==> config.mk <==
export PLATFORM = sky130hd
export DESIGN_NAME = issue_queue_gen
export DESIGN_NICKNAME = d
export VERILOG_FILES = /design/src/rtl/issue_queue_gen.sv
export SDC_FILE = /design/constraint.sdc
export NUM_CORES = 1
export LEC_CHECK = 0
export BUFFER_PORTS_ARGS = -buffer_cell sky130_fd_sc_hd__buf_4
export CORE_ASPECT_RATIO = 0.7
export CORE_MARGIN = 2
export CORE_UTILIZATION = 55
export CTS_BUF_LIST = sky130_fd_sc_hd__clkbuf_8
export DETAILED_ROUTE_END_ITERATION = 12
export PLACE_DENSITY = 0.81
export SLEW_MARGIN = 10
export SYNTH_ARGS = -nofsm -noshare
export SYNTH_HDL_FRONTEND = slang
export SYNTH_SLANG_ARGS = --single-unit
==> constraint.sdc <==
create_clock -name clk_i -period 13.85 [get_ports clk_i]
set_input_delay 2.77 -clock clk_i [delete_from_list [all_inputs] [get_ports clk_i]]
set_output_delay 2.77 -clock clk_i [all_outputs]
set_load 0.02 [all_outputs]
==> src/rtl/issue_queue_gen.sv <==
// In-order issue queue between decode and the reservation stations.
// Circular buffer of DEPTH entries (any depth >= 2, not necessarily a power
// of two) with an occupancy counter, a programmable almost-full flag and a
// single-cycle flush. There is no fall-through: a pushed entry appears on
// data_o one cycle later. While full, a push is refused even if a pop
// happens in the same cycle.
module issue_queue_gen #(
  parameter int unsigned DATA_W   = 96,
  parameter int unsigned DEPTH    = 8,
  parameter int unsigned AFULL_TH = DEPTH - 1,
  parameter int unsigned CNT_W    = $clog2(DEPTH + 1)
) (
  input  logic              clk_i,
  input  logic              rst_i,
  input  logic              flush_i,
  input  logic              valid_i,
  output logic              ready_o,
  input  logic [DATA_W-1:0] data_i,
  output logic              valid_o,
  input  logic              ready_i,
  output logic [DATA_W-1:0] data_o,
  output logic [CNT_W-1:0]  count_o,
  output logic              empty_o,
  output logic              full_o,
  output logic              afull_o
);

  localparam int unsigned PTR_W = (DEPTH > 1) ? $clog2(DEPTH) : 1;

  generate
    if (DEPTH < 2) begin : g_bad_depth
      $error("issue_queue_gen: DEPTH must be at least 2");
    end
    if (AFULL_TH < 1 || AFULL_TH > DEPTH) begin : g_bad_afull
      $error("issue_queue_gen: AFULL_TH must lie in 1..DEPTH");
    end
  endgenerate

  logic [DATA_W-1:0] mem_q [DEPTH];
  logic [PTR_W-1:0]  head_q, head_d;
  logic [PTR_W-1:0]  tail_q, tail_d;
  logic [CNT_W-1:0]  count_q, count_d;
  logic              push, pop;

  // Explicit wrap so non-power-of-two depths never index past the last entry.
  function automatic logic [PTR_W-1:0] ptr_inc(input logic [PTR_W-1:0] p);
    if (p == PTR_W'(DEPTH - 1)) begin
      return '0;
    end
    return p + PTR_W'(1);
  endfunction

  // Flags come straight from the registered count, so ready_o/valid_o have
  // no path from valid_i or ready_i.
  always_comb begin
    empty_o = (count_q == '0);
    full_o  = (count_q == CNT_W'(DEPTH));
    afull_o = (count_q >= CNT_W'(AFULL_TH));
    ready_o = ~full_o;
    valid_o = ~empty_o;
    count_o = count_q;
    data_o  = valid_o ? mem_q[head_q] : '0;
  end

  // Handshakes in a flush or reset cycle are dropped entirely.
  always_comb begin
    push    = valid_i & ready_o & ~flush_i & ~rst_i;
    pop     = valid_o & ready_i & ~flush_i & ~rst_i;
    head_d  = head_q;
    tail_d  = tail_q;
    count_d = count_q;
    if (push) begin
      tail_d = ptr_inc(tail_q);
    end
    if (pop) begin
      head_d = ptr_inc(head_q);
    end
    if (push && !pop) begin
      count_d = count_q + CNT_W'(1);
    end else if (pop && !push) begin
      count_d = count_q - CNT_W'(1);
    end
  end

  // Pointer and occupancy registers; reset and flush both empty the queue.
  always_ff @(posedge clk_i) begin
    if (rst_i || flush_i) begin
      head_q  <= '0;
      tail_q  <= '0;
      count_q <= '0;
    end else begin
      head_q  <= head_d;
      tail_q  <= tail_d;
      count_q <= count_d;
    end
  end

  // Entry storage is not reset; only accepted pushes write it.
  always_ff @(posedge clk_i) begin
    if (push) begin
      mem_q[tail_q] <= data_i;
    end
  end

endmodule

# --- After elaboration in Yosys (flattened, before gate mapping) ---
# Memories as Yosys holds them, arrays and structs flattened. A register that Yosys moved wholly into a read port is not among the register bits.
# Index checks and enable logic that the tools add are counted.
op_classes:
  addsub: 4
  n_mux: 15
  n_mul: 0
  n_reduce_logical: 7
  n_bitwise: 10
  shift: 0
  n_div: 0
  eq_ne: 3
  magnitude_cmp: 1
ops:
  columns: ["op", "n"]
  rows:
  - ["96-bit two-way mux", 1]
  - ["3-bit two-way mux", 6]
  - ["4-bit two-way mux", 2]
  - ["3-bit by 1-bit adder with 3-bit output, second input constant", 2]
  - ["1-bit bitwise AND", 6]
  - ["3-bit equality test, second input constant", 2]
  - ["1-bit two-way mux", 6]
  - ["4-bit by 1-bit adder with 4-bit output, second input constant", 1]
  - ["4-bit equality test, second input constant", 1]
  - ["4-bit by 3-bit >= comparator with 1-bit output, second input constant", 1]
  - ["4-bit zero test", 1]
  - ["1-bit NOT", 4]
  - ["4-bit by 1-bit subtractor with 4-bit output, second input constant", 1]
  - ["1-bit logical AND", 2]
  - ["1-bit zero test", 2]
  - ["2-bit nonzero test", 1]
  - ["1-bit logical OR", 1]
totals:
  elab_cells: 44
  n_memories: 1
  romBits: 0
  reg_bits: 10
  latch_bits: 0
  ram_bits: 768
memory_table:
  columns: ["memory", "words", "width", "rd", "rd_ports_with_merged_regs", "wr", "line", "source"]
  rows:
  - ["mem_q", 8, 96, 1, 1, 1, "39", "logic [DATA_W-1:0] mem_q [DEPTH];"]

# --- Depth between registers and ports, before layout ---
logic_depth:
  ltp_word: 9
  ltp_mapped: 11
  depth_no_buf: 10

# --- Least setup slack after synthesis ---
# OpenSTA, ideal clock, no wires.
synth_timing:
  kind: "input to register"
  from: "input rst_i"
  to: "memory mem_q[0][0] (enable)"
  cell_stages: 3
  arrival_ns: 9.938
  slack_ns: 3.243
  required_time_ns: 13.182
  cell_sequence: "or2_2 or3_1 nor3_1"
synth_between:
  elab_chain_cells: 4
synth_lines:
  columns: ["element", "line", "source"]
  rows:
  - ["start: declaration", "14", "input logic rst_i,"]
  - ["1-bit NOT", "67", "push = valid_i & ready_o & ~flush_i & ~rst_i;"]
  - ["1-bit bitwise AND", "67", null]
  - ["1-bit two-way mux", "100", "if (push) begin"]
  - ["1-bit two-way mux (not written as such)", "101", "mem_q[tail_q] <= data_i;"]
  - ["end: declaration", "39", null]
# No other way between the ends.

==> flow_metrics.py <==
metrics = {
    "worst_setup_path": {
        "path_max_fanout": 71,
        "worstPathArrival_ns": 3.77,
        "crit_path_end_kind": "output port",
        "crit_type": "reg2out",
        "crit_required_ns": 11.08,
        "crit_path_start_kind": "flop",
    },
    "clock_tree": {
        "clk_pin_slew_ns": 0.06,
        "cts_tree": "built",
        "ctsHoldBuffers": 0,
        "cts-root-buf": "clkbuf_8",
        "ctsResizeCount": 0,
        "cts_buffer_depth": 3,
        "clock-sinks": 781,
        "htreeDepth": 3,
        "post_cts_buffers": 0,
        "numCtsBuffers": 109,
        "worstSkewPairLatency_ns": 0.70,
    },
    "sta": {
        "rsz0062_at_grt": "no",
        "period_share": 0.472,
        "setup_tns_ns": 0,
        "layout_setup_ws_ns": 7.31,
        "slew_headroom": 0.203,
        "setup_violations": 0,
        "hold_violations": 0,
        "fmax_mhz": 153,
        "fin_skew_ns": 0.0246,
        "layout_min_cycle_time_ns": 6.54,
        "holdWs_ns": 0.477,
        "slew_viol_final": 0,
        "tightest_slew_ns": 1.19,
    },
    "logic_synthesis": {
        "syn_area_sq_um": 30000,
        "synthDistinctLibCells": 34,
        "syn_nets": 1409,
        "yosysSeqAreaShare": 0.778,
        "syn_inst": 1300,
        "synth.avg_cell_area_sq_um": 23.1,
        "yosysWarnings": 0,
        "ys_ff_latch": 781,
    },
    "run": {
        "cap_viol_max_count": 0,
    },
    "drt": {
        "first_pass_iters": 5,
        "drcViolationCount": 0,
        "drt_iter0_drc": 1214,
        "ant_nets": 0,
        "post_drt_via_cell_ratio": 5.80,
        "drt_wl_total_mm": 58.3,
        "wire_per_inst_microns": 24.4,
        "vias": 13800,
    },
    "power_and_ir_drop": {
        "p_per_area_nw_per_um2": 129,
        "vdd_drop_max_uv": 92.5,
        "power_uw": 4390,
        "leakagePower_uw": 0.0108,
    },
    "floorplanning": {
        "core_area_sq_um": 53700,
        "die_w_microns": 283,
        "ios": 206,
        "die_y_microns": 199,
        "row_count": 71,
        "die_area_sq_um": 56400,
        "start_util": 0.558,
    },
    "finish": {
        "fillers": 3556,
        "final_layout_size_suffix_gt1_frac": 0.342,
        "fin_util": 0.633,
        "syn_to_final_growth_pct": 13.6,
        "nets": 1679,
    },
    "grt": {
        "grt_pass1_vias": 14400,
        "grt_max_degree": 110,
        "antenna_found_initial": 5,
        "gr-total-overflow": 0,
        "grt_use_total": 0.208,
        "grt_first_pass_wirelength_mm": 86.8,
    },
    "placed_design": {
        "gp_congestion": 0.750,
        "dpl_worst_slack_ns": 7.99,
        "port_buffers": 205,
        "dp_hpwl_mm": 31.6,
    },
    "status": {
        "status": "complete, no violations",
    },
    "worst_hold_path": {
        "min_path_type": "reg2reg",
    },
}
[layout make-up]
type / count / area (sq um) / share of cell area
Antenna cell: 3 / 7.51 / 0.000221
Clock inverter: 83 / 414 / 0.0122
Tap cell: 730 / 913 / 0.0268
Sequential cell: 781 / 23300 / 0.685
Multi-Input combinational cell: 448 / 6110 / 0.180
Inverter: 3 / 16.3 / 0.000478
Timing Repair Buffer: 227 / 1720 / 0.0504
Clock buffer: 111 / 1530 / 0.0449
[metal layers]
layer,GRT usage,vias to the layer above,part of all wire
met5,0,-,0.00058
met4,0.0591,6,0.018
met3,0.0490,91,0.079
met2,0.336,532,0.49
met1,0.290,7231,0.41
li1,-,5982,-
[Yosys cell counts (all sizes together)]
| library cell | number | area, sq um |
|---|---|---|
| nand2b | 2 | 12.5 |
| ha | 7 | 87.6 |
| or4b | 1 | 10.0 |
| a31o | 2 | 17.5 |
| or2 | 1 | 6.26 |
| nor2 | 109 | 409 |
| nand2 | 9 | 36.3 |
| fa | 1 | 20.0 |
| xnor2 | 1 | 8.76 |
| or3 | 3 | 18.8 |
| a211oi | 1 | 7.51 |
| xor2 | 1 | 8.76 |
| nand4 | 1 | 6.26 |
| nand4b | 2 | 17.5 |
| mux2i | 97 | 971 |
| a211o | 1 | 8.76 |
| clkbuf | 6 | 22.5 |
| dfxtp | 13 | 260 |
| buf | 62 | 551 |
| edfxtp | 768 | 23100 |
| or4 | 1 | 7.51 |
| a21oi | 8 | 40.0 |
| and2 | 1 | 6.26 |
| nand3 | 5 | 25.0 |
| nor3 | 2 | 10.0 |
| mux4 | 192 | 4320 |
| inv | 3 | 16.3 |
[critical path, cell delays in order (launching register included)]
cell and delay [ns]:
dfxtp_4 1.07, buf_4 0.91, mux4_2 0.43, mux2i_1 0.29, nor2_1 0.07, buf_4 0.19
[through the flow]
step	cells	cell area [sq um]
detailed placement	2189	32100
floorplan	1300	30000
global route	2384	34000
finish	2386	34000
CTS	2383	34000
global placement	2189	32100
[path summary, 6_finish.rpt]
kind / start / endpoint / slack [ns] / depth (start not counted)
max: flop / data_o[72] / 7.31 / 5
min: head_q[1] / flop / 0.48 / 2
min reg2reg: head_q[1] / flop / 0.48 / 2
max reg2reg: count_o[0] / mem_q[2][69] / 10.37 / 6
[state kept, by name (all words and copies together) (netlist names), named ones only]
signal   count
mem_q      768
count_o      4
head_q       3
tail_q       3
[cell usage in the layout (no fill, tap or decap)]
cell       count
or2_2          1
nor3_2         2
buf_12         1
a21oi_1        8
dfxtp_4        3
nand2_1        8
xor2_1         1
a211oi_1       1
buf_4        226
ha_1           7
edfxtp_1     768
nor2_4         6
nand4b_1       2
nand4_1        1
nand2_2        1
fa_1           1
or3_1          3
xnor2_1        1
a211o_1        1
inv_12         1
nand2b_1       2
bufinv_16      2
a31o_1         1
clkinv_2      14
inv_1         31
nand3_1        5
mux2i_1       97
clkinv_1      33
nor2_1       103
a31o_2         1
dfxtp_1       10
or4_1          1
or4b_1         1
inv_6          5
diode_2        3
mux4_2       192
clkbuf_8     111
and2_1         1
[report_power, final]
group | leakage [uW] | internal, uW | switching, uW
logic | 0.00262 | 73.0 | 108
clock network | 0.00111 | 784 | 818
registers | 0.00703 | 2610 | 5.04
total | 0.0108 | 3460 | 930
[cells by family (layout without fill, tap and decap cells)]
logic type | Yosys count | count (layout) | synth area share
flops | 781 | 781 | 0.778
mux | 289 | 289 | 0.177
simple gates | 137 | 137 | 0.0189
buf+inv | 71 | 424 | 0.0197
compound gates | 12 | 12 | 0.00246
fa+ha+maj | 8 | 8 | 0.00359
xor+xnor | 2 | 2 | 0.000585
other cells | 0 | 3 | 0
Power figures use the tool's default switching activity.
